==> src/rtl/ped_pkg.sv <==
`default_nettype none
// ============================================================================
//  Module      : ped_pkg
//  Description : Shared definitions for the multi-channel edge detector:
//                per-channel edge-select encodings and a constant clog2
//                helper used to size the debounce counters.
//  Revision    : 1.0 - initial release
// ============================================================================
package ped_pkg;

    // Per-channel edge select. Bit 0 enables rising edges, bit 1 falling.
    localparam logic [1:0] MODE_OFF  = 2'b00;
    localparam logic [1:0] MODE_RISE = 2'b01;
    localparam logic [1:0] MODE_FALL = 2'b10;
    localparam logic [1:0] MODE_BOTH = 2'b11;

    // Ceiling log2 for elaboration-time sizing; clog2(1) = 0, clog2(2) = 1.
    function automatic int clog2(input int value);
        int r;
        int v;
        r = 0;
        v = value - 1;
        while (v > 0) begin
            r = r + 1;
            v = v >> 1;
        end
        return r;
    endfunction

endpackage
`default_nettype wire

==> src/rtl/ped_channel.sv <==
`default_nettype none
// ============================================================================
//  Module      : ped_channel
//  Description : One channel of the edge detector: synchroniser, debounce
//                filter, run-time edge qualification, registered tick,
//                sticky flag and saturating event counter.
//  Ports       : clk, rst (sync, active-low)
//                i_level    raw asynchronous input
//                i_mode     edge select (off / rise / fall / both)
//                i_clr      clears the sticky flag (a same-cycle set wins)
//                i_cnt_clr  clears the event counter (a same-cycle tick
//                           then counts once)
//                o_stable   debounced level
//                o_tick     one-cycle registered event pulse
//                o_tick_nxt value o_tick takes at the next edge
//                o_flag     sticky event flag
//                o_evt_cnt  saturating event count
//  Revision    : 1.0 - initial release
// ============================================================================
module ped_channel
    import ped_pkg::*;
#(
    parameter int SYNC_STAGES = 2,
    parameter int DB_CYCLES   = 4,
    parameter int CNT_W       = 8
) (
    input  logic             clk,
    input  logic             rst,
    input  logic             i_level,
    input  logic [1:0]       i_mode,
    input  logic             i_clr,
    input  logic             i_cnt_clr,
    output logic             o_stable,
    output logic             o_tick,
    output logic             o_tick_nxt,
    output logic             o_flag,
    output logic [CNT_W-1:0] o_evt_cnt
);

    localparam int                  c_DB_MAX    = (DB_CYCLES > 2) ? DB_CYCLES : 2;
    localparam int                  c_DCNT_W    = clog2(c_DB_MAX);
    localparam logic [c_DCNT_W-1:0] c_DB_LAST   = c_DCNT_W'((DB_CYCLES > 1) ? DB_CYCLES - 1 : 0);
    localparam bit                  c_NO_FILTER = (DB_CYCLES <= 1);

    logic [SYNC_STAGES-1:0] r_sync;
    logic [c_DCNT_W-1:0]    r_dcnt;
    logic                   r_stable;
    logic                   r_tick;
    logic                   r_flag;
    logic [CNT_W-1:0]       r_evt_cnt;

    logic                   w_sample;
    logic                   w_commit;
    logic                   w_edge_ok;
    logic [c_DCNT_W-1:0]    w_dcnt_nxt;
    logic                   w_stable_nxt;
    logic                   w_tick_nxt;
    logic                   w_flag_nxt;
    logic [CNT_W-1:0]       w_cnt_base;
    logic [CNT_W-1:0]       w_cnt_nxt;

    assign w_sample = r_sync[SYNC_STAGES-1];

    always_comb begin
        // Debounce: count consecutive samples that disagree with the
        // committed level; any agreeing sample restarts the count.
        w_dcnt_nxt = '0;
        w_commit   = 1'b0;
        if (w_sample != r_stable) begin
            if (c_NO_FILTER || (r_dcnt == c_DB_LAST)) begin
                w_commit = 1'b1;
            end else begin
                w_dcnt_nxt = r_dcnt + 1'b1;
            end
        end
        w_stable_nxt = w_commit ? w_sample : r_stable;

        // On a commit the new level is w_sample, so 1 means a rising edge.
        w_edge_ok = 1'b0;
        case (i_mode)
            MODE_RISE: w_edge_ok = w_sample;
            MODE_FALL: w_edge_ok = ~w_sample;
            MODE_BOTH: w_edge_ok = 1'b1;
            default:   w_edge_ok = 1'b0;
        endcase
        w_tick_nxt = w_commit & w_edge_ok;

        // Set has priority over clear.
        w_flag_nxt = r_tick | (r_flag & ~i_clr);

        // Clear first, then count, so clear + tick leaves exactly one.
        w_cnt_base = i_cnt_clr ? '0 : r_evt_cnt;
        w_cnt_nxt  = w_cnt_base;
        if (r_tick && (w_cnt_base != {CNT_W{1'b1}})) begin
            w_cnt_nxt = w_cnt_base + 1'b1;
        end
    end

    always_ff @(posedge clk) begin
        if (!rst) begin
            r_sync    <= '0;
            r_dcnt    <= '0;
            r_stable  <= 1'b0;
            r_tick    <= 1'b0;
            r_flag    <= 1'b0;
            r_evt_cnt <= '0;
        end else begin
            r_sync    <= {r_sync[SYNC_STAGES-2:0], i_level};
            r_dcnt    <= w_dcnt_nxt;
            r_stable  <= w_stable_nxt;
            r_tick    <= w_tick_nxt;
            r_flag    <= w_flag_nxt;
            r_evt_cnt <= w_cnt_nxt;
        end
    end

    assign o_stable   = r_stable;
    assign o_tick     = r_tick;
    assign o_tick_nxt = w_tick_nxt;
    assign o_flag     = r_flag;
    assign o_evt_cnt  = r_evt_cnt;

endmodule
`default_nettype wire

==> src/rtl/ped_multi.sv <==
`default_nettype none
// ============================================================================
//  Module      : ped_multi
//  Description : CH independent edge-detector channels with a combined,
//                registered any_tick output.
//  Ports       : clk, rst (sync, active-low)
//                level[CH]       raw asynchronous inputs
//                mode[2*CH]      edge select, channel i at [2i+1:2i]
//                clr[CH]         per-channel sticky-flag clear
//                cnt_clr         clears all event counters
//                stable[CH]      debounced levels
//                tick[CH]        one-cycle event pulses
//                any_tick        OR of tick, same timing as tick
//                flag[CH]        sticky event flags
//                evt_cnt[CH*CNT_W] saturating counters, channel i at
//                                [(i+1)*CNT_W-1 : i*CNT_W]
//  Revision    : 1.0 - initial release
// ============================================================================
module ped_multi
    import ped_pkg::*;
#(
    parameter int CH          = 4,
    parameter int SYNC_STAGES = 2,
    parameter int DB_CYCLES   = 4,
    parameter int CNT_W       = 8
) (
    input  logic                clk,
    input  logic                rst,
    input  logic [CH-1:0]       level,
    input  logic [2*CH-1:0]     mode,
    input  logic [CH-1:0]       clr,
    input  logic                cnt_clr,
    output logic [CH-1:0]       stable,
    output logic [CH-1:0]       tick,
    output logic                any_tick,
    output logic [CH-1:0]       flag,
    output logic [CH*CNT_W-1:0] evt_cnt
);

    logic [CH-1:0] w_tick_nxt;
    logic          r_any_tick;

    for (genvar i = 0; i < CH; i++) begin : g_ch
        ped_channel #(
            .SYNC_STAGES (SYNC_STAGES),
            .DB_CYCLES   (DB_CYCLES),
            .CNT_W       (CNT_W)
        ) u_ch (
            .clk        (clk),
            .rst        (rst),
            .i_level    (level[i]),
            .i_mode     (mode[2*i +: 2]),
            .i_clr      (clr[i]),
            .i_cnt_clr  (cnt_clr),
            .o_stable   (stable[i]),
            .o_tick     (tick[i]),
            .o_tick_nxt (w_tick_nxt[i]),
            .o_flag     (flag[i]),
            .o_evt_cnt  (evt_cnt[i*CNT_W +: CNT_W])
        );
    end

    // Registered from the channels' next-tick values so any_tick is aligned
    // with tick instead of lagging it by a cycle.
    always_ff @(posedge clk) begin
        if (!rst) begin
            r_any_tick <= 1'b0;
        end else begin
            r_any_tick <= |w_tick_nxt;
        end
    end

    assign any_tick = r_any_tick;

endmodule
`default_nettype wire
==> config.mk <==
export PLATFORM = sky130hd
export DESIGN_NAME = ped_multi
export DESIGN_NICKNAME = d
export VERILOG_FILES = /design/src/rtl/ped_pkg.sv /design/src/rtl/ped_channel.sv /design/src/rtl/ped_multi.sv
export SDC_FILE = /design/constraint.sdc
export NUM_CORES = 1
export LEC_CHECK = 0
export CAP_MARGIN = 20
export CORE_MARGIN = 5
export CORE_UTILIZATION = 53
export DETAILED_ROUTE_END_ITERATION = 6
export GPL_TIMING_DRIVEN = 0
export PLACE_DENSITY = 0.86
export SYNTH_ARGS = -nofsm -noshare
export SYNTH_HDL_FRONTEND = slang
export SYNTH_SLANG_ARGS = --single-unit
==> constraint.sdc <==
create_clock -name clk -period 2.4 [get_ports clk]
set_input_delay 0.24 -clock clk [delete_from_list [all_inputs] [get_ports clk]]
set_output_delay 0.24 -clock clk [all_outputs]
set_load 0.05 [all_outputs]
**Word-level counts from Yosys, hierarchy flattened**

Cells that the tools add are included.

- Bits in registers: 61
- Output and inout bits: 45
- Input port bits: 19
- Word-level logic and storage cells: 111

- $add $sub $neg: 8
- Reductions and logical operators: 9
- Bitwise gates (word level): 25
- Equality and inequality tests: 24
- Multiplexer cells: 20

Operators with widths:

| kind | count |
|---|---|
| $mux 8 | 8 |
| $add 8x1->8 const B | 4 |
| $ne 8x8->1 const B | 4 |
| $eq 2x2->1 const B | 12 |
| $not 1->1 | 13 |
| $pmux 1 s3 | 4 |
| $reduce_or 3->1 | 4 |
| $add 2x1->2 const B | 4 |
| $and 1x1->1 | 8 |
| $eq 2x1->1 const B | 4 |
| $mux 1 | 8 |
| $logic_and 1x1->1 | 4 |
| $ne 1x1->1 | 4 |
| $or 1x1->1 | 4 |
| $reduce_or 4->1 | 1 |

**Longest topological paths before layout**

Gate-level depths: netlist of run 1.

- Depth in word-level cells: 5
- Mapped depth: 5
- Gate-level depth less buffers: 4

**By module**

Synthesis of run 1 repeated with hierarchy kept, for this count alone.

- Cells, all modules: 274
- Area, all modules: 2798.9 um^2

Modules (own cells, without submodules):

| module | sequential area each (um^2) | area an instance (um^2) | cells an instance | times used |
|---|---|---|---|---|
| ped_channel | 300.3 | 691.9 | 68 | 4 |
| ped_multi | 20.0 | 31.3 | 2 | 1 |

**Worst setup path before layout of run 1**

Ideal clock, no wire load.

- Kind: register -> register
- Start: reg g_ch[3].u_ch.r_evt_cnt[0]
- End: reg g_ch[3].u_ch.r_evt_cnt[4]
- Library setup time: 70 ps
- Arrival: 1437 ps
- Clock period less this slack: 1506 ps
- Path slack: 894 ps
- Path buffers: 0
- Data required time: 2330 ps
- Cell stages (with the launch flop): 4
- Path through: dfxtp_1 -> nand4_2 -> or3_1 -> a21oi_1

- Word-level cells in the longest chain between the ends: 4
- Elaborated cells on any way between the ends: 5
- Those cells by class: add/sub (1); eq/ne (1); mux (2); reduce/logical (1)

Ends and longest elaborated chain:

| element | line | source |
|---|---|---|
| start: declaration | ped_channel.sv:50 | `logic [CNT_W-1:0] r_evt_cnt;` |
| start signal: assignment | ped_channel.sv:113 | `r_evt_cnt <= w_cnt_nxt;` |
| $mux 8 * | ped_channel.sv:92 | `w_cnt_base = i_cnt_clr ? '0 : r_evt_cnt;` |
| parallel branches: the longest is 2 deep, another holds $add 8x1->8 | n/a |  |
| $mux 8 * | ped_channel.sv:94 | `if (r_tick && (w_cnt_base != {CNT_W{1'b1}})) begin` |

Mark *: on every way between the ends.
A chain may end at the register's enable or synchronous reset.

**Worst setup path in the final report of run 1**

- Start: reg g_ch[3].u_ch.r_tick
- End: out tick[3]

RTL lines:

| element | line | source |
|---|---|---|
| start: declaration | ped_channel.sv:48 | `logic r_tick;` |
| start signal: assignment | ped_channel.sv:111 | `r_tick <= w_tick_nxt;` |
| end: declaration | ped_multi.sv:34 | `output logic [CH-1:0] tick,` |

No word-level cell between the ends.

==> results of run 1 <==
-- area by class of cell --
cell class              count  area [µm²]
plain buffers              23       142.6
clock buffers              10       137.6
clock inverters             6       86.33
fillers                   368        1204
inverters                   2       7.507
multi-input cells         185        1304
flip-flops and latches     61        1221
well taps                  67       83.83
repair buffers             63       630.6
-- synth_stat cells, drive strengths merged (4+ instances only) --
library cell | instances | area share, %
a211oi | 9 | 2.5
a21oi | 11 | 2.2
a31oi | 10 | 2.3
and2 | 13 | 3.0
and3 | 7 | 1.6
and4b | 5 | 1.9
buf | 16 | 4.3
clkbuf | 7 | 0.98
dfxtp | 61 | 46
ha | 4 | 1.9
mux2i | 11 | 4.1
nand2 | 11 | 1.5
nand2b | 9 | 2.1
nand3 | 9 | 1.7
nand3b | 4 | 1.1
nand4 | 6 | 1.6
nand4b | 8 | 2.6
nor2b | 14 | 3.4
nor4b | 5 | 1.9
nor4bb | 4 | 1.5
o21a | 4 | 1.1
o21ai | 14 | 2.6
-- logic make-up after synthesis --
logic type / count (synthesis) / synth area share [%]
simple gates: 107 / 27.03
compound gates: 59 / 14.41
buf+inv: 25 / 5.613
fa+ha+maj: 4 / 1.871
mux: 11 / 4.116
xor+xnor: 4 / 1.310
flops: 61 / 45.65
-- worst min path at each step --
stage                     cells past startpoint  slack (ns)                    from                     end
after global routing                          1        0.45  g_ch[1].u_ch.r_dcnt[0]  g_ch[1].u_ch.r_dcnt[0]
after detailed placement                      1        0.42  g_ch[3].u_ch.r_dcnt[0]  g_ch[3].u_ch.r_dcnt[0]
after floorplan                               1        0.37                level[0]  g_ch[0].u_ch.r_sync[0]
final                                         1        0.44  g_ch[0].u_ch.r_dcnt[0]  g_ch[0].u_ch.r_dcnt[0]
after global placement                        1        0.41  g_ch[2].u_ch.r_dcnt[0]  g_ch[2].u_ch.r_dcnt[0]
after CTS                                     1        0.44  g_ch[3].u_ch.r_dcnt[0]  g_ch[3].u_ch.r_dcnt[0]
-- worst reg2reg max path: cells and delay by family (launching register included) --
kind,cells,cell delay (ns)
AND/OR/NAND/NOR,2,0.45
flip-flops,1,0.34
buffers and inverters,1,0.31
AO/OA/AOI/OAI,1,0.13
-- sequential cells by signal (all words and copies together), names as in the netlist --
signal,flops
g_ch.u_ch.o_evt_cnt,32
g_ch.u_ch.o_stable,4
g_ch.u_ch.o_tick,4
g_ch.u_ch.r_dcnt,8
g_ch.u_ch.o_flag,4
any_tick,1
g_ch.u_ch.r_sync,8
-- placed cells by master (no fill, tap or decap), types with 3 or more instances in the layout --
master and count:
sky130_fd_sc_hd__and4b_1 5, sky130_fd_sc_hd__nor3_1 3, sky130_fd_sc_hd__nand4b_1 8, sky130_fd_sc_hd__o21a_1 4
sky130_fd_sc_hd__nand3b_1 4, sky130_fd_sc_hd__nand2b_1 9, sky130_fd_sc_hd__nand2_1 11, sky130_fd_sc_hd__nor4b_1 4
sky130_fd_sc_hd__nand3_1 9, sky130_fd_sc_hd__o21ai_0 13, sky130_fd_sc_hd__mux2i_1 11, sky130_fd_sc_hd__buf_4 12
sky130_fd_sc_hd__xnor2_1 3, sky130_fd_sc_hd__nor4bb_1 4, sky130_fd_sc_hd__ha_1 4, sky130_fd_sc_hd__a21oi_1 10
sky130_fd_sc_hd__clkbuf_8 10, sky130_fd_sc_hd__a31oi_1 10, sky130_fd_sc_hd__clkbuf_1 7, sky130_fd_sc_hd__nor2b_1 13
sky130_fd_sc_hd__and3_1 7, sky130_fd_sc_hd__and2_1 13, sky130_fd_sc_hd__dfxtp_1 61, sky130_fd_sc_hd__clkdlybuf4s50_1 63
sky130_fd_sc_hd__a211oi_1 9, sky130_fd_sc_hd__buf_2 3, sky130_fd_sc_hd__nand4_1 5
-- through the flow --
stage	instances	hold slack [ns]	power, mW	instance area, µm²	setup WS, ns
after CTS	417	0.4394	2.133	3613	0.3629
after global routing	417	0.4516	2.192	3613	0.2985
after detailed placement	401	0.4222	1.129	3390	0.5442
after global placement	401	0.4140	1.127	3390	0.5515
after floorplan	271	0.3673	1.083	2675	0.8936
final	417	0.4403	2.116	3613	0.3836
-- power by group through the flow --
| stage | clock [mW] | combinational [mW] | sequential, mW |
|---|---|---|---|
| finish | 1.01 | 0.0822 | 1.03 |
| global placement | 0 | 0.0795 | 1.05 |
| detailed placement | 0 | 0.0810 | 1.05 |
| floorplan | 0 | 0.0362 | 1.05 |
| global route | 1.08 | 0.0887 | 1.03 |
| CTS | 1.03 | 0.0825 | 1.03 |
-- metal layers --
layer / up-vias / track usage (%) / wire length [µm]
li1: 1152 / - / -
met1: 1130 / 23.20 / 2622
met2: 83 / 35.47 / 3205
met3: 12 / 8.093 / 478
met4: 0 / 7.939 / 118
met5: - / 0 / 0
==> summary by stage, run 1 <==
Status
The flow ran to the end, and the final reports show no timing, DRC or antenna violations.

Power
The combinational share of power is 3.9%. The switching power of the nets is 0.4395 mW. The switching power as a share of total power is 20.77%. Of the total power, the clock network draws 47.7%. The leakage power figure is 1.351 nW.

The internal portion of total power is 1.677 mW. The power density of the placed cells is 585.7 mW/mm². The sequential share of power is 48.5%. The peak ir drop on the vdd network is 0.4692 mV.

Placed design
The post-detailed-placement half-perimeter wirelength is 4.416 mm. The congestion estimate from routability-driven global placement came to 0.8185. Port buffering added 63 buffers.

Yosys
The number of synthesized register bits is 61. For this run, asynchronously set or reset flops after synthesis account for 0%. The Yosys step of the flow raised 0 warnings. The count of flip-flops with a built-in enable after synthesis is 0. The dominant register cell in the synthesized netlist is sky130_fd_sc_hd__dfxtp_1. In the synthesized netlist, the number of instances is 271. The number of unique standard cell types used by synthesis is 50. The area of the mapped netlist is 0.002675 mm². The post-synthesis net count is 294. A synthesized cell averages 9.871 µm². The share of synthesized area occupied by flip-flops and latches is 45.65%.

CTS
The clock transition at the registers of the reported paths is 0.06 ns. The number of clock buffers inserted by TritonCTS is 9. The clock latency of the later-clocked register in the worst-skew pair is 0.34 ns.

The number of hold buffers added after CTS was 0. Post-CTS repair changed the size of 0 cells. The tree built by TritonCTS fans out to 61 sinks. The tree is rooted in a sky130_fd_sc_hd__clkbuf_8. The H-tree was split into 3 levels. The number of setup buffers added after CTS is 0. No sink is reached through more buffers than the 2 on the longest clock path. The TritonCTS clock tree is yes.

Timing
The worst-case headroom to the max-slew limit is 64.58%. Based on the critical path, the design can be clocked at up to 495.9 MHz. Setup repair after global routing left no endpoint under its margin.

The number of hold violations in the final report is 0. The clock arrives with 0.005936 ns of skew. The transition time at the pin with the least slew margin is 0.5297 ns. For the finished layout, the period the worst path requires is 2.016 ns. Dividing the final minimum period by the clock period gives 84.02%. The max-slew violation total from the final report is 0. Setup violations remaining at the end of the flow were counted as 0. The setup TNS is 0 ns.

Route
After detailed routing, the number of remaining DRC violations is 0. The starting DRC count in detailed routing is 124. For this block, the via count after detailed routing is 2377. The number of nets with antenna violations after routing is 0. The number of iterations in the first detailed-routing pass is 4. Using the TritonRoute via totals, the vias-per-cell ratio works out to 5.700. The wire length reported by the detailed router is 6.425 mm. The per-cell routed wire length is 15.41 µm.

Setup path
The worst register-to-register path has a depth of 4. The highest net fanout along the worst path is 9. Data on the critical path arrives at its endpoint at 1.78 ns. The launch point of the critical path is g_ch[3].u_ch.o_tick. The cell family contributing the most delay on the critical path is buffers and inverters.

The worst setup path endpoint is tick[3]. The worst reg2reg path startpoint is g_ch[1].u_ch.o_tick. For this design, the slowest cell found on the critical path is sky130_fd_sc_hd__clkdlybuf4s50_1. The type of the worst setup path is reg -> out.

The critical path goes through buf_4 -> clkdlybuf4s50_1. The worst setup path is launched from a register. The worst register-to-register path has a setup slack of 1.06 ns.

The critical path capture point type is a primary output. The endpoint of the lowest-slack register-to-register path is g_ch[1].u_ch.o_evt_cnt[4]. The worst endpoint required time is 2.16 ns.

On the worst path, the slowest cell contributes a delay of 0.79 ns. The critical path contains buffers and inverters numbering 2 combined. The critical path runs through a total of 2 cells.

Floorplan
The starting utilization of the core area is 55.53%. The area inside the core boundary is 0.004817 mm². The total I/O pin count is 64.

The floorplan row count is 25. The floorplan step set the die width to 81.05 µm. The die area is 0.006568 mm². In this run the vertical extent of the chip is 81.05 µm.

Global routing
The initial antenna violation count was 0. The global-route total usage across every layer is 20.75%. The global-route wire length before repair is 10.33 mm. Entering global routing, the biggest net connects 12 pins. Summed over all layers, the global routing overflow is 0.

The via count of the first global-routing pass is 2242.

Final layout
The number of nets at the end of the flow is 368. The post-route netlist has 10.86% of its cells at a drive strength greater than 1. The core utilization of the finished layout is 75.01%. Relative to the synthesized area, the layout overhead comes to 35.08%. The number of inserted diodes is 0.

Min path
The min-delay analysis places its worst path in the category reg -> reg.

Run
The max-capacitance violation count is 0.
(Power assumes the default switching activity.)
==> run 2: changes to the inputs <==
--- a/config.mk
+++ b/config.mk
@@ -7,10 +7,10 @@
 export LEC_CHECK = 0
 export CAP_MARGIN = 20
 export CORE_MARGIN = 5
-export CORE_UTILIZATION = 53
+export CORE_UTILIZATION = 44
 export DETAILED_ROUTE_END_ITERATION = 6
 export GPL_TIMING_DRIVEN = 0
-export PLACE_DENSITY = 0.86
+export PLACE_DENSITY = 0.77
 export SYNTH_ARGS = -nofsm -noshare
 export SYNTH_HDL_FRONTEND = slang
 export SYNTH_SLANG_ARGS = --single-unit
==> constraint.sdc (replaced) <==
create_clock -name clk -period 1.8 [get_ports clk]
set_input_delay 0.18 -clock clk [delete_from_list [all_inputs] [get_ports clk]]
set_output_delay 0.18 -clock clk [all_outputs]
set_load 0.05 [all_outputs]
==> run 2 against run 1 <==
Effect of this change: global-route usage decreased by 3.8 points; non-clock buffer count unchanged; count of clock-buffer cells in the layout grew 3; die area is 18% higher; total power increased by 18%; first-iteration DRC count fell by 15%; critical path depth decreased by 1; combinational power rose by 31%; design area decreased by 0.90%; sequential power is 33% higher; clock power barely moved; largest cell class unchanged; highest routed layer unchanged.
==> summary by stage, run 2 (synthesis results as in run 1) <==
Status
The flow ran to the end, and the final reports show no timing, DRC or antenna violations.

Floorplan
The die span in x was 87.97 µm (+8.5%). The floorplan row count was 28 (+12%). The area inside the core boundary was 0.005921 mm² (+23%). The die boundary height is 87.97 µm (+8.5%). The total I/O pin count was 64 (unchanged).

The starting utilization of the core area came to 45.18% (-10 points). The die area is 0.007739 mm² (+18%).

CTS
The hold buffer count at cts is 0 (unchanged). The root buffer cell chosen for the clock tree is sky130_fd_sc_hd__clkbuf_8. The maximum buffer depth of the clock tree came to 2 (unchanged). The post-cts repair resize count is 12 (+12).

The number of H-tree levels is 3 (unchanged). The number of clock buffers inserted by TritonCTS is 9 (unchanged). The clock transition at the registers of the reported paths came to 0.06 ns (about the same).

The total clock sinks is 61 (unchanged). The buffers inserted during post-CTS setup optimization is 0 (unchanged). The TritonCTS clock tree is yes. The clock latency of the later-clocked register in the worst-skew pair is 0.33 ns (about the same).

Final layout
The sequential cell area is 0.001221 mm² (unchanged). The library cell used most frequently in the layout, excluding fill and tap cells, is sky130_fd_sc_hd__dfxtp_1. The filler-free cell count of the finished design was 424 (+1.7%). The share of layout cells above drive strength 1 is 9.742% (-1.1 points). The flip-flop count of the largest register, all copies and words added is 32 (unchanged).

The number of nets at the end of the flow is 368 (unchanged). The combined area of the multi-input logic cells was 0.001304 mm² (unchanged). The growth of design area from synthesis to finish is 33.86%. The number of inserted diodes is 0 (unchanged). The filler cell count in the final layout came to 508 (+38%). In the layout the commonest cells are sky130_fd_sc_hd__dfxtp_1, sky130_fd_sc_hd__clkdlybuf4s50_1, sky130_fd_sc_hd__dlymetal6s2s_1.

Global routing
The remaining global-route overflow is 0 (unchanged). The via count of the first global-routing pass is 2238 (-0.18%). The global-route wire length before repair was 10.26 mm (-0.67%). The maximum number of pins on one net before global-route repair came to 11 (-1). The initial antenna violation count is 0 (unchanged). The global-route total usage across every layer was 16.92% (-3.8 points).

Route
The via density per instance is 5.623 (-1.4%). The starting DRC count in detailed routing came to 106 (-15%). The met2 layer wire length in the routed design is 3.027 mm (-5.6%). Routed signal wires occupy layers up through met4.

The routed via count is 2384 (+0.29%). The per-cell routed wire length came to 14.44 µm (-6.3%). The detailed-routing wirelength on met1 is 2.505 mm (-4.5%). The DRC violations left is 0 (unchanged). The number of nets with antenna violations after routing is 0 (unchanged). The wire length reported by the detailed router came to 6.121 mm (-4.7%). The total length of routed met3 wires is 489 µm (+2.3%). The number of iterations in the first detailed-routing pass came to 6 (+2).

Timing
The setup TNS is 0 ns (unchanged). The count of final setup violators came to 0 (unchanged). The share of the clock period used by the worst path after layout is 97.86%. The worst-case headroom to the max-slew limit was 64.68% (+0.10 points).

Setup repair after global routing left no endpoint under its margin. The final critical-path required period is 1.761 ns. The max-slew violation total from the final report came to 0 (unchanged). The maximum clock rate is 567.7 MHz. The maximum clock skew at final layout is 0.007272 ns (+0.001336 ns). The transition time at the pin with the least slew margin is 0.5282 ns (-0.001514 ns). The worst slack on hold paths is 0.4251 ns (-0.01518 ns).

The number of hold violations in the final report is 0 (unchanged).

Setup path
The dominant delay contributor by cell family on the critical path is buffers and inverters. The data arrival time of the critical path came to 1.58 ns (-0.20 ns). The critical path in this run is classified as reg -> out. The delay of the slowest cell on the worst path was 0.85 ns (+0.06 ns). The critical path goes through clkdlybuf4s50_1. The worst endpoint required time is 1.62 ns (-0.54 ns). The largest individual stage delay along the critical path comes from the cell sky130_fd_sc_hd__clkdlybuf4s50_1. The highest net fanout along the worst path was 5 (-4). The number of buffers and inverters on the critical path is 1 (-1). The critical path capture point type is a primary output. The worst setup path is launched from a register.

Run
The max-capacitance violation count is 0 (unchanged).

Placed design
The number of buffer cells added on primary ports was 63 (unchanged). The routability congestion estimate is 0.8051 (-1.6%). The number of cells after detailed placement was 409 (+2.0%). The post-detailed-placement half-perimeter wirelength is 4.499 mm (+1.9%).

Min path
The path type of the worst min-delay path is in -> reg.

Power
The total chip power came to 2.499 mW (+18%). The leakage power figure is 1.662 nW (+23%). The peak ir drop on the vdd network came to 0.4970 mV (+5.9%). The power density of the placed cells is 697.9 mW/mm² (+19%).
run 2: changes by cell type in the layout (fill, tap and decap cells not counted), sizes merged:
cell | before | now
clkbuf | 17 | 20
dlygate4sd2 | 0 | 12
dlymetal6s2s | 0 | 15
clkdlybuf4s50 | 63 | 36
bufinv | 2 | 0
clkinv | 3 | 2
clkinvlp | 1 | 0
run 2: layer usage:
layer | vias to the layer above | global-route usage, %
met2 | 81 | 27.81
met5 | - | 0
met1 | 1141 | 20.23
met4 | 0 | 5.439
met3 | 11 | 6.773
li1 | 1151 | -
run 2: path summary, 6_finish.rpt:
path                          endpoint                 startpoint  cells past startpoint  slack, ns
min             g_ch[0].u_ch.r_sync[0]                   level[0]                      2       0.43
max reg2reg  g_ch[3].u_ch.o_evt_cnt[4]        g_ch[3].u_ch.o_tick                      3       0.48
min reg2reg     g_ch[0].u_ch.r_dcnt[0]     g_ch[0].u_ch.r_dcnt[0]                      1       0.43
max                        evt_cnt[22]  g_ch[2].u_ch.o_evt_cnt[6]                      1       0.04
run 2: metrics by stage:
stage	area [µm²]	util (%)	setup WS [ns]
after global placement	3400	57.42	0.02462
final	3581	60.48	0.03861
after CTS	3543	59.85	0.008294
after floorplan	2675	-	0.2936
after global routing	3581	60.48	0.001368
after detailed placement	3400	57.42	-0.004958
run 2: report_power, final:
part           switching (mW)  leakage (nW)  internal [mW]  total [mW]
combinational          0.0462          1.09         0.0614       0.108
sequential            0.00603         0.493           1.36        1.37
clock                   0.498        0.0833          0.526        1.02
total                   0.550          1.66           1.95        2.50
run 2: layout make-up:
cell class                 instances  share of cell area, %
buffer                            23                  3.983
clock buffer                      13                  4.158
clock inverter                     2                 0.2795
inverter                           2                 0.2096
multi-input combinational        185                  36.41
sequential                        61                  34.10
tap                               75                  2.621
timing repair buffer              63                  18.24
==> run 3: changes to the inputs <==
--- a/config.mk
+++ b/config.mk
@@ -5,12 +5,13 @@
 export SDC_FILE = /design/constraint.sdc
 export NUM_CORES = 1
 export LEC_CHECK = 0
-export CAP_MARGIN = 20
+export CAP_MARGIN = 10
 export CORE_MARGIN = 5
-export CORE_UTILIZATION = 44
+export CORE_UTILIZATION = 49
 export DETAILED_ROUTE_END_ITERATION = 6
 export GPL_TIMING_DRIVEN = 0
-export PLACE_DENSITY = 0.77
+export HOLD_SLACK_MARGIN = 0.02
+export PLACE_DENSITY = 0.81
 export SYNTH_ARGS = -nofsm -noshare
 export SYNTH_HDL_FRONTEND = slang
 export SYNTH_SLANG_ARGS = --single-unit
==> constraint.sdc (replaced) <==
create_clock -name clk -period 1.7 [get_ports clk]
set_input_delay 0.17 -clock clk [delete_from_list [all_inputs] [get_ports clk]]
set_output_delay 0.17 -clock clk [all_outputs]
set_load 0.05 [all_outputs]
==> run 3 against run 2 <==
Effect of this change: clock skew decreased by 0.0033 ns; count of clock-buffer cells in the layout is 1 higher; combinational power increased by 6%; register-to-register slack got worse by 0.13 ns; sequential power rose by 6%; total power is 14% higher; wire length fell by 3.4%; non-clock buffer count is the same; clock power up 25%; cell count down 0.71%; sequential share of layout area rose by 0.42 points; critical path type unchanged.
==> summary by stage, run 3 (synthesis results as in run 1) <==
Floorplan
The die span in x came to 83.89 µm (-4.6%). The die area is 0.007037 mm² (-9.1%). The total I/O pin count is 64 (unchanged). The die boundary height came to 83.89 µm (-4.6%). The floorplan row count is 27 (-3.6%).

The starting utilization of the core area is 49.49% (+4.3 points). The area inside the core boundary is 0.005405 mm² (-8.7%).

Power
The switching power of the nets is 0.5855 mW (+6.4%). The power density of the placed cells is 803.8 mW/mm² (+15%). The leakage power figure is 1.556 nW (-6.4%). The sequential share of power is 50.9% (-3.8 points).

The share of power burned in the clock network is 45.1% (+4.1 points). The combinational share of power came to 4.0% (-0.3 points). The internal portion of total power was 2.258 mW (+16%).

The switching power as a share of total power was 20.59% (-1.4 points). The peak ir drop on the vdd network is 0.5064 mV (+1.9%).

Setup path
The worst endpoint required time was 1.53 ns (-0.09 ns). The element type at the critical path start is a register. By startpoint and endpoint, the worst setup path is classified as reg -> out. The worst reg2reg path startpoint is g_ch[3].u_ch.o_tick. Walking the worst path, the cells encountered are clkdlybuf4s50_1. The cell at the slowest stage of the critical path is sky130_fd_sc_hd__clkdlybuf4s50_1.

The worst setup path is captured at a primary output. The dominant delay contributor by cell family on the critical path is buffers and inverters. The delay of the slowest cell on the worst path was 0.80 ns (-0.05 ns). The minimum setup slack among reg-to-reg paths is 0.35 ns (-0.13 ns).

The cell count of the worst reg-to-reg path is 3 (unchanged). The endpoint of the lowest-slack register-to-register path is g_ch[3].u_ch.o_evt_cnt[4]. The highest net fanout along the worst path is 3 (-2). The number of buffers and inverters on the critical path is 1 (unchanged). The critical path depth came to 1 (unchanged). The data arrival time of the critical path was 1.48 ns (-0.10 ns).

Route
The total length of routed met3 wires came to 359 µm (-27%). The met2 layer wire length in the routed design is 2.768 mm (-8.6%). The per-cell routed wire length is 14.04 µm (-2.8%). The uppermost signal routing layer after detailed routing is met4. The detailed-routing wirelength on met1 is 2.670 mm (+6.6%). The number of nets with antenna violations after routing is 0 (unchanged).

The routed via count is 2316 (-2.9%). The number of iterations in the first detailed-routing pass is 4 (-2). The via density per instance is 5.501 (-2.2%).

The DRC violations left is 0 (unchanged). The wire length reported by the detailed router was 5.910 mm (-3.4%). The starting DRC count in detailed routing is 70 (-34%).

Min path
The count of cells along the worst hold path is 2 (unchanged). The hold-critical path endpoint is g_ch[3].u_ch.r_sync[0]. The start point of the worst min-delay path is level[3]. The path class of the tightest hold or removal check is in -> reg.

Timing
The setup TNS is 0 ns (unchanged). The number of hold violations in the final report is 0 (unchanged). The transition time at the pin with the least slew margin is 0.5220 ns (-0.006184 ns). The max-slew violation total from the final report came to 0 (unchanged). The share of the clock period used by the worst path after layout is 97.05%. Setup repair after global routing left no endpoint under its margin. The worst slack on hold paths was 0.4165 ns (-0.008592 ns). The maximum clock rate is 606.1 MHz. The count of final setup violators was 0 (unchanged). The final critical-path required period is 1.650 ns. The maximum clock skew at final layout is 0.003949 ns (-0.003323 ns). The worst-case headroom to the max-slew limit came to 65.34% (+0.66 points).

Final layout
Leaving out fill and tap cells, the most frequent cells in the layout are sky130_fd_sc_hd__dfxtp_1, sky130_fd_sc_hd__dlygate4sd2_1, sky130_fd_sc_hd__clkdlybuf4s50_1. The share of layout cells above drive strength 1 was 10.03% (+0.29 points). The number of inserted diodes is 0 (unchanged). The core utilization of the finished layout is 65.44% (+5.0 points). The final standard cell area without fillers was 0.003537 mm² (-1.2%). The filler cell count in the final layout was 502 (-1.2%). Leaving out fill and tap cells, the most frequent cell in the layout is sky130_fd_sc_hd__dfxtp_1. The flip-flop count of the largest register, all copies and words added is 32 (unchanged). Relative to the synthesized area, the layout overhead comes to 32.23%. The number of nets at the end of the flow is 368 (unchanged). The filler-free cell count of the finished design was 421 (-0.71%).

Global routing
The via count of the first global-routing pass is 2195 (-1.9%). The global-route total usage across every layer is 16.81% (-0.11 points). The remaining global-route overflow is 0 (unchanged). The global-route wire length before repair came to 9.673 mm (-5.7%). The initial antenna violation count is 0 (unchanged). The maximum number of pins on one net before global-route repair is 11 (unchanged).

CTS
The master cell of the clock root buffer is sky130_fd_sc_hd__clkbuf_8. The clock latency of the later-clocked register in the worst-skew pair is 0.33 ns (about the same). The number of clock buffers inserted by TritonCTS was 9 (unchanged). The maximum buffer depth of the clock tree is 2 (unchanged). The total clock sinks is 61 (unchanged). TritonCTS built the clock tree. The number of H-tree levels came to 3 (unchanged).

The buffers inserted during post-CTS setup optimization is 0 (unchanged). The clock transition at the registers of the reported paths is 0.07 ns (about the same).

Placed design
The area after detailed placement came to 0.003396 mm² (-0.11%). The number of cells after detailed placement is 406 (-0.73%). The routability congestion estimate was 0.8629 (+7.2%). The post-detailed-placement half-perimeter wirelength is 4.247 mm (-5.6%). The number of buffer cells added on primary ports came to 63 (unchanged).

Run
The max-capacitance violation count was 0 (unchanged).

Status
The flow ran to the end, and the final reports show no timing, DRC or antenna violations.
## run 3: worst max-delay path by stage
stage / startpoint / to / slack [ns]
floorplan: g_ch[3].u_ch.o_evt_cnt[0] / g_ch[3].u_ch.o_evt_cnt[4] / 0.19
global placement: cnt_clr / g_ch[1].u_ch.o_evt_cnt[7] / -0.09
detailed placement: cnt_clr / g_ch[1].u_ch.o_evt_cnt[7] / -0.09
CTS: g_ch[2].u_ch.o_evt_cnt[2] / evt_cnt[18] / 0.007
global route: g_ch[0].u_ch.o_tick / tick[0] / 0.0001
finish: g_ch[0].u_ch.o_evt_cnt[4] / evt_cnt[4] / 0.05
## run 3: through the flow
| step | total power, mW | setup WS, ns |
|---|---|---|
| floorplan | 1.529 | 0.1936 |
| global placement | 1.591 | -0.08525 |
| detailed placement | 1.593 | -0.08836 |
| CTS | 2.860 | 0.007242 |
| global route | 2.931 | 0.0001210 |
| finish | 2.843 | 0.05010 |
## run 3: power groups by stage
stage	clock (mW)	sequential [mW]	combinational [mW]
after floorplan	0	1.48	0.0511
after global placement	0	1.48	0.112
after detailed placement	0	1.48	0.114
after CTS	1.30	1.45	0.114
after global routing	1.36	1.45	0.124
final	1.28	1.45	0.114
## run 3: timing repair
item / in CTS / in global routing
gates resized for setup: 43 / 1
pin swaps: 0 / 0
setup endpoints to repair: 42 / 1
hold buffers: 0 / 0
## run 3: cell type report
type | count | area, µm² | share of cell area [%]
repair buffers | 63 | 579.3 | 16.38
flip-flops and latches | 61 | 1221 | 34.52
clock buffers | 14 | 162.7 | 4.599
well taps | 72 | 90.09 | 2.547
plain buffers | 23 | 142.6 | 4.033
multi-input cells | 185 | 1304 | 36.86
clock inverters | 1 | 30.03 | 0.8490
inverters | 2 | 7.507 | 0.2122
## run 3: layer usage
layer / global-route usage (%) / up-vias
met5: 0 / -
met2: 27.98 / 62
li1: - / 1153
met1: 20.27 / 1091
met4: 8.041 / 0
met3: 4.047 / 10
